<file path="src/rtl/nmul_pkg.sv">
// ============================================================================
// Module      : nmul_pkg
// Description : Shared helpers for the pipelined multiplier: product width and
//               pipeline latency (latency follows NMUL_INPUT_REG_EN).
// Revision    : 1.0 - initial release
// ============================================================================
`default_nettype none

package nmul_pkg;

    function automatic int prod_width(input int n);
        return 2 * n;
    endfunction

    function automatic int latency(input int n);
`ifdef NMUL_INPUT_REG_EN
        return n + 1;
`else
        return n;
`endif
    endfunction

endpackage

`default_nettype wire

</file>
<file path="src/rtl/nmul_stage.sv">
// ============================================================================
// Module      : nmul_stage
// Description : One multiplier pipeline stage: adds A masked by B[S], shifted
//               by S, to the incoming partial sum and forwards the operands.
// Revision    : 1.0 - initial release
// ============================================================================
`default_nettype none

module nmul_stage
    import nmul_pkg::*;
#(
    parameter int Nsize = 4,
    parameter int S     = 0
) (
    input  logic                           Clk,
    input  logic                           Clr,
    input  logic [prod_width(Nsize)-1:0]   psum_i,
    input  logic [Nsize-1:0]               a_i,
    input  logic [Nsize-1:0]               b_i,
    output logic [prod_width(Nsize)-1:0]   psum_o,
    output logic [Nsize-1:0]               a_o,
    output logic [Nsize-1:0]               b_o
);

    localparam int PW = prod_width(Nsize);

    logic [PW-1:0]    pp_w;
    logic [PW-1:0]    psum_d;
    logic [PW-1:0]    psum_q;
    logic [Nsize-1:0] a_q;
    logic [Nsize-1:0] b_q;

    // Zero-extend before shifting so the high bits of A are not lost.
    assign pp_w   = PW'(a_i & {Nsize{b_i[S]}}) << S;
    assign psum_d = psum_i + pp_w;

    always_ff @(posedge Clk or posedge Clr) begin
        if (Clr) begin
            psum_q <= '0;
            a_q    <= '0;
            b_q    <= '0;
        end else begin
            psum_q <= psum_d;
            a_q    <= a_i;
            b_q    <= b_i;
        end
    end

    assign psum_o = psum_q;
    assign a_o    = a_q;
    assign b_o    = b_q;

endmodule

`default_nettype wire

</file>
<file path="src/rtl/n_mul.sv">
// ============================================================================
// Module      : n_mul
// Description : Pipelined unsigned Nsize x Nsize multiplier, one partial product
//               per stage. Define NMUL_INPUT_REG_EN to add an input register.
// Revision    : 1.0 - initial release
// ============================================================================
`default_nettype none

module n_mul
    import nmul_pkg::*;
#(
    parameter int Nsize = 4
) (
    input  logic                           Clk,
    input  logic                           Clr,
    input  logic [Nsize-1:0]               A,
    input  logic [Nsize-1:0]               B,
    output logic [prod_width(Nsize)-1:0]   R
);

    localparam int PW = prod_width(Nsize);

    logic [Nsize-1:0] a_s;
    logic [Nsize-1:0] b_s;

`ifdef NMUL_INPUT_REG_EN
    logic [Nsize-1:0] a_in_q;
    logic [Nsize-1:0] b_in_q;

    always_ff @(posedge Clk or posedge Clr) begin
        if (Clr) begin
            a_in_q <= '0;
            b_in_q <= '0;
        end else begin
            a_in_q <= A;
            b_in_q <= B;
        end
    end

    assign a_s = a_in_q;
    assign b_s = b_in_q;
`else
    assign a_s = A;
    assign b_s = B;
`endif

    // Element s feeds stage s; the final element carries the product.
    logic [PW-1:0]    psum_c [0:Nsize];
    logic [Nsize-1:0] a_c    [0:Nsize];
    logic [Nsize-1:0] b_c    [0:Nsize];

    assign psum_c[0] = '0;
    assign a_c[0]    = a_s;
    assign b_c[0]    = b_s;

    for (genvar s = 0; s < Nsize; s++) begin : g_stage
        nmul_stage #(
            .Nsize (Nsize),
            .S     (s)
        ) u_stage (
            .Clk    (Clk),
            .Clr    (Clr),
            .psum_i (psum_c[s]),
            .a_i    (a_c[s]),
            .b_i    (b_c[s]),
            .psum_o (psum_c[s+1]),
            .a_o    (a_c[s+1]),
            .b_o    (b_c[s+1])
        );
    end

    assign R = psum_c[Nsize];

endmodule

`default_nettype wire

</file>
<file path="config.mk">
export PLATFORM = sky130hd
export DESIGN_NAME = n_mul
export DESIGN_NICKNAME = d
export VERILOG_FILES = /design/src/rtl/nmul_pkg.sv /design/src/rtl/nmul_stage.sv /design/src/rtl/n_mul.sv
export SDC_FILE = /design/constraint.sdc
export NUM_CORES = 1
export LEC_CHECK = 0
export ABC_CLOCK_PERIOD_IN_PS = 4650
export CORE_AREA = 2 2 55 57
export DETAILED_ROUTE_END_ITERATION = 16
export DIE_AREA = 0 0 57 59
export PLACE_DENSITY = 0.77
export SLEW_MARGIN = 15
export SYNTH_ARGS = -nofsm -noshare
export SYNTH_HDL_FRONTEND = slang
export SYNTH_SLANG_ARGS = --single-unit
</file>
<file path="constraint.sdc">
create_clock -name Clk -period 4.65 [get_ports Clk]
set_clock_uncertainty 0.05 [all_clocks]
set_input_delay 0.465 -clock Clk [delete_from_list [all_inputs] [get_ports Clk]]
set_output_delay 0.465 -clock Clk [all_outputs]
set_load 0.005 [all_outputs]
</file>
==> qor.csv, run 1 <==
metric,value,unit
RD Place Congestion,0.7709,
Worst setup EP type,output pin,
Startpoint Class,flip-flop,
endpoints failing setup,0,
initial core utilization,56.46,%
Yosys warning total,0,
core footprint,2710,um^2
register bit total from synthesis,43,
die boundary height,59,um
CP startpoint,g_stage[3].u_stage.psum_o[1],
CP arrival,1.18,ns
max-slew violations,0,
Slew Limit Headroom,66.79,%
ant diodes,0,
cts hold-fix bufs,0,
CTS sink count,43,
clk buf depth,2,
flop2flop setup slack,2.98,ns
post-route ant nets,0,
final worst setup slack,2.954,ns
dpl ws,2.979,ns
number of port buffers,17,
Period minus WS final,1.696,ns
Worst Path Buf+Inv,1,
post-CTS setup buffers,0,
Post-Synthesis Mean Instance Area,15.78,um^2
layout cells sized above 1,8.130,%
synth unique cells,15,
Total Power,0.6792,mW
die area,3363,um^2
largest net degree at the start of global routing,44,
Gate Count Post-Synth,97,
dpl cells,146,
area of the mapped netlist,1530,um^2
Peak Freq,589.5,MHz
DR vias,759,
reg2reg start,g_stage[2].u_stage.b_o[3],
CP max stage delay,0.50,ns
htree depth,2,
Hold Path Depth,0,
Crit Path Max Fanout,1,
leakage,0.9037,nW
R2R depth,5,
first-pass GRT wire length,3581,um
RSZ-0062 raised after global routing,false,
CTS resizes,0,
Critical-path top delay cell,clkdlybuf4s50_1,
Max Cap Viol,0,
TNS Setup,0,ns
VDD IR max,0.2866,mV
P per Cell Area,378.0,nW/um^2
slew at the pin closest to its max-slew limit,0.4981,ns
"Reg clk slew, reported paths",0.11,ns
initial antenna violation count,0,
row cnt,19,
final hold vios,0,
"Remaining Overflow, GRT",0,
CTS tree,yes,
vias in the first global route,885,
nets in the synthesized netlist,121,
Min Hold Slack,0.3079,ns
Root Buffer,clkbuf_4,
fin crit share,36.48,%
All-Layer GR Usage,15.24,%
final WL,1919,um
Fill cells,216,
TritonCTS Buffers,5,
DRT Pass-1 Iters,3,
Residual DRC,0,
Worst Path Required,4.14,ns
Post-DP HPWL,1426,um
WL/cell,12.46,um
Worst Setup EP,R[1],
WP depth,1,
Top delay family on crit path,buffers and inverters,
capture point of the worst reg-to-reg path,g_stage[3].u_stage.psum_o[7],
fin cells,154,
crit path cell chain,clkdlybuf4s50_1,
"Clk Latency, worst-skew pair",0.33,ns
DRT iter0 DRCs,11,
Die Width,57,um
Via density,4.929,
Syn-to-layout area delta,17.42,%
Final #Nets,146,
"Seq/Total Area, Yosys",70.32,%
I/O pin count,18,
run status,completed,
worst setup path category,flip-flop to output pin,
worst min-delay path class,flip-flop to flip-flop,
## stage by stage
step / cell area (um^2) / utilization, %
global placement: 1747 / 64.45
finish: 1797 / 66.30
CTS: 1797 / 66.30
floorplan: 1530 / -
detailed placement: 1747 / 64.45
global route: 1797 / 66.30
## cell families after synthesis
family / share of synthesized area, %
flip-flops: 70.32
AND/OR/NAND/NOR: 7.277
adder cells (fa/ha/maj): 12.92
AO/OA/AOI/OAI: 4.824
XOR/XNOR: 3.435
buffers and inverters: 1.227
## layout make-up
| class | instances | area [um^2] | share of cell area [%] |
|---|---|---|---|
| Multi-Input combinational cell | 49 | 435.4 | 24.23 |
| Tap cell | 31 | 38.79 | 2.159 |
| Sequential cell | 43 | 1076 | 59.89 |
| Timing Repair Buffer | 18 | 177.7 | 9.889 |
| Inverter | 5 | 18.77 | 1.045 |
| Clock buffer | 7 | 45.04 | 2.507 |
| Clock inverter | 1 | 5.005 | 0.2786 |
## power by group
group          internal, mW  switching [mW]  total [mW]
clock network        0.0590           0.104       0.163
logic                0.0546          0.0373      0.0919
registers             0.410          0.0141       0.424
total                 0.524           0.155       0.679
## routing by layer
metal / vias to the layer above / global-route usage (%) / routed length, um
met1: 377 / 13.87 / 657
met3: 2 / 8.079 / 108
met2: 19 / 27.42 / 1137
li1: 361 / - / -
met4: 0 / 7.641 / 16
met5: - / 0 / 0
## flip-flops by register name, summed over array words and instances, names as in the netlist
signal,cells
g_stage.u_stage.a_o,12
g_stage.u_stage.b_o,6
g_stage.u_stage.psum_o,25
## how the worst min path moves through the flow
stage                                   end                          from
2_1_floorplan     g_stage[1].u_stage.b_o[2]     g_stage[0].u_stage.b_o[2]
3_3_place_gp      g_stage[1].u_stage.b_o[3]     g_stage[0].u_stage.b_o[3]
3_5_place_dp   g_stage[3].u_stage.psum_o[2]  g_stage[2].u_stage.psum_o[2]
4_1_cts        g_stage[3].u_stage.psum_o[2]  g_stage[2].u_stage.psum_o[2]
5_1_grt        g_stage[1].u_stage.psum_o[0]  g_stage[0].u_stage.psum_o[0]
6_report       g_stage[3].u_stage.psum_o[2]  g_stage[2].u_stage.psum_o[2]
## synthesized netlist by cell type, drive strengths merged
| library cell | n | area share (%) |
|---|---|---|
| xor2 | 3 | 1.7 |
| nor2b | 1 | 0.41 |
| and2 | 14 | 5.7 |
| fa | 3 | 3.9 |
| xnor2 | 3 | 1.7 |
| ha | 11 | 9.0 |
| a21o | 5 | 2.5 |
| dfrtp | 43 | 70 |
| nor2 | 1 | 0.25 |
| a21oi | 4 | 2.0 |
| nand2b | 1 | 0.41 |
| nand2 | 2 | 0.49 |
| o21ai | 1 | 0.33 |
| inv | 5 | 1.2 |
## cell usage in the layout, fill, tap and decap left out
cell type        instances
clkinv_2                 1
ha_1                    11
inv_1                    5
a21oi_2                  3
dfrtp_1                 43
clkbuf_1                 2
nand2b_1                 1
nand2_1                  2
nor2b_1                  1
a21o_1                   5
clkdlybuf4s50_1         17
clkbuf_4                 5
buf_4                    1
fa_1                     3
nor2_1                   1
and2_1                  14
o21ai_0                  1
xor2_1                   3
xnor2_1                  3
a21oi_1                  1
Power figures use the tool's default switching activity.
==> run 2, diff against run 1 <==
- ABC_CLOCK_PERIOD_IN_PS: 4650 -> 1500
- CORE_AREA: 2 2 55 57 -> 2 2 60 62
- DIE_AREA: 0 0 57 59 -> 0 0 62 64
- PLACE_DENSITY: 0.77 -> 0.69
- clock period: 4.65 -> 1.5 ns (I/O delays scaled with it)
==> run 2 against run 1 <==
  * The flow now finishes with violations (setup timing)
  * Cell count increased by 14%
  * Hold slack got worse by 0.20 ns
  * Global-route usage decreased by 2.9 points
  * Final area increased by 11%
  * Wire length increased by 5.5%
  * Total power increased to 3.5 times the previous value
  * Critical endpoint is now g_stage[3].u_stage.psum_o[7]
  * Largest power group unchanged
  * Highest routed layer unchanged
==> qor.csv, run 2 (synthesized netlist as in run 1, its figures left out) <==
metric,value,unit,change
run status,"finished, violations left",,was completed
failing checks,setup timing,,
All-Layer GR Usage,12.30,%,was 15.24%
flop2flop setup slack,-0.04,ns,was 2.98 ns
CTS tree,yes,,unchanged
capture point of the worst reg-to-reg path,g_stage[3].u_stage.psum_o[7],,unchanged
"commonest non-fill, non-tap cell in the layout",dfrtp_1,,unchanged
VDD IR max,0.6135,mV,was 0.2866 mV
Slew Limit Headroom,85.45,%,was 66.79%
Final #Nets,152,,was 146
Period minus WS final,1.545,ns,
number of port buffers,17,,unchanged
core footprint,3284,um^2,was 2710 um^2
worst setup path category,flip-flop to flip-flop,,was flip-flop to output pin
final WL,2024,um,was 1919 um
Post-Layout Inst Area,1986,um^2,was 1797 um^2
htree depth,2,,unchanged
"Remaining Overflow, GRT",0,,unchanged
Startpoint Class,flip-flop,,unchanged
worst min-delay path class,input port to async pin,,was flip-flop to flip-flop
vias in the first global route,829,,was 885
DR vias,803,,was 759
initial core utilization,46.59,%,was 56.46%
fin cells,175,,was 154
endpoints failing setup,3,,was 0
Worst Path Required,1.69,ns,was 4.14 ns
P per Cell Area,1204,nW/um^2,was 378.0 nW/um^2
dpl cells,164,,was 146
initial antenna violation count,0,,unchanged
largest net degree at the start of global routing,44,,unchanged
slew at the pin closest to its max-slew limit,0.2183,ns,was 0.4981 ns
CTS sink count,43,,unchanged
WL/cell,11.57,um,was 12.46 um
fin crit share,103.0,%,
Die Width,62,um,was 57 um
number of flip-flops in the largest register,25,,unchanged
placed standard-cell area,1803,um^2,was 1747 um^2
reg2reg start,g_stage[2].u_stage.b_o[3],,unchanged
Residual DRC,0,,unchanged
first-pass GRT wire length,3374,um,was 3581 um
Post-DP HPWL,1408,um,was 1426 um
RSZ-0062 raised after global routing,true,,was false
Via density,4.589,,was 4.929
DRT iter0 DRCs,29,,was 11
max-slew violations,0,,unchanged
most frequent cells in the layout,"dfrtp_1 (43), clkdlybuf4s50_1 (17), and2_1 (11), ha_1 (6), buf_4 (6)",,"was dfrtp_1 (43), clkdlybuf4s50_1 (17), and2_1 (14), ha_1 (11)"
dpl ws,-0.08161,ns,was 2.979 ns
cts hold-fix bufs,0,,unchanged
Root Buffer,clkbuf_4,,unchanged
final hold vios,0,,unchanged
post-route ant nets,0,,unchanged
I/O pin count,18,,unchanged
row cnt,21,,was 19
DRT Pass-1 Iters,2,,was 3
clk buf depth,2,,unchanged
"Clk Latency, worst-skew pair",0.34,ns,was 0.33 ns
fin util,60.46,%,was 66.30%
TritonCTS Buffers,5,,unchanged
layout cells sized above 1,25.58,%,was 8.130%
R2R depth,5,,unchanged
die boundary height,64,um,was 59 um
final worst setup slack,-0.04453,ns,was 2.954 ns
Crit Path Max Fanout,3,,was 1
RD Place Congestion,0.7777,,was 0.7709
Peak Freq,647.4,MHz,
Worst Setup EP,g_stage[3].u_stage.psum_o[7],,was R[1]
Syn-to-layout area delta,29.76,%,was 17.42%
CP arrival,1.74,ns,was 1.18 ns
CP startpoint,g_stage[2].u_stage.b_o[3],,was g_stage[3].u_stage.psum_o[1]
"Reg clk slew, reported paths",0.11,ns,about the same
ant diodes,0,,unchanged
die area,3968,um^2,was 3363 um^2
Worst setup EP type,flip-flop,,was output pin
leakage,0.9546,nW,was 0.9037 nW
Max Cap Viol,0,,unchanged
==> run 2: changes by cell type in the layout (fill, tap and decap cells not counted), sizes merged <==
| cell | change |
|---|---|
| clkbuf | -1 |
| buf | +6 |
| bufinv | +1 |
==> run 2: metal layers <==
metal | routed length, um | vias to the layer above | global-route usage [%]
met3 | 115 | 7 | 3.846
met2 | 1153 | 25 | 21.09
met4 | 53 | 0 | 9.309
li1 | - | 373 | -
met1 | 701 | 398 | 11.37
met5 | 0 | - | 0
==> run 2: final cells by class <==
type | instances | area [um^2]
clock buffers | 6 | 51.30
flip-flops and latches | 43 | 1076
clock inverters | 2 | 35.03
inverters | 5 | 18.77
fillers | 251 | 1299
well taps | 46 | 57.56
multi-input cells | 49 | 511.7
repair buffers | 24 | 235.2
==> run 2: worst min-delay path by stage <==
stage	cells after the start	endpoint	slack (ns)
after global placement	0	g_stage[3].u_stage.psum_o[0]	0.28
after detailed placement	0	g_stage[3].u_stage.psum_o[0]	0.28
final	3	g_stage[3].u_stage.psum_o[4]	0.11
after global routing	3	g_stage[1].u_stage.a_o[0]	0.12
after CTS	3	g_stage[1].u_stage.a_o[0]	0.10
after floorplan	0	g_stage[0].u_stage.a_o[0]	0.13
==> run 2: report_power, final <==
part / switching (mW) / internal, mW
registers: 0.0487 / 1.27
logic: 0.127 / 0.206
clock network: 0.344 / 0.394
==> run 2: through the flow <==
stage	TNS [ns]	power (mW)	hold WS, ns
final	-0.05511	2.391	0.1111
after global routing	-0.1822	2.533	0.1211
after CTS	-0.07609	2.391	0.1021
after detailed placement	-0.1963	1.644	0.2847
after global placement	-0.04082	1.630	0.2821
after floorplan	-0.01314	1.477	0.1314
==> run 2: what timing repair did <==
action,4_1_cts,5_1_grt
resized for setup,6,11
setup endpoints to repair,5,7
pin swaps,1,7
buffers inserted,0,3
cloned,0,0
==> run 2: worst max-delay path: stages (launching register included) <==
cell and delay (ns):
dfrtp_1 0.41, and2_4 0.15, ha_4 0.16, fa_2 0.36, a21o_1 0.16, a21o_1 0.17
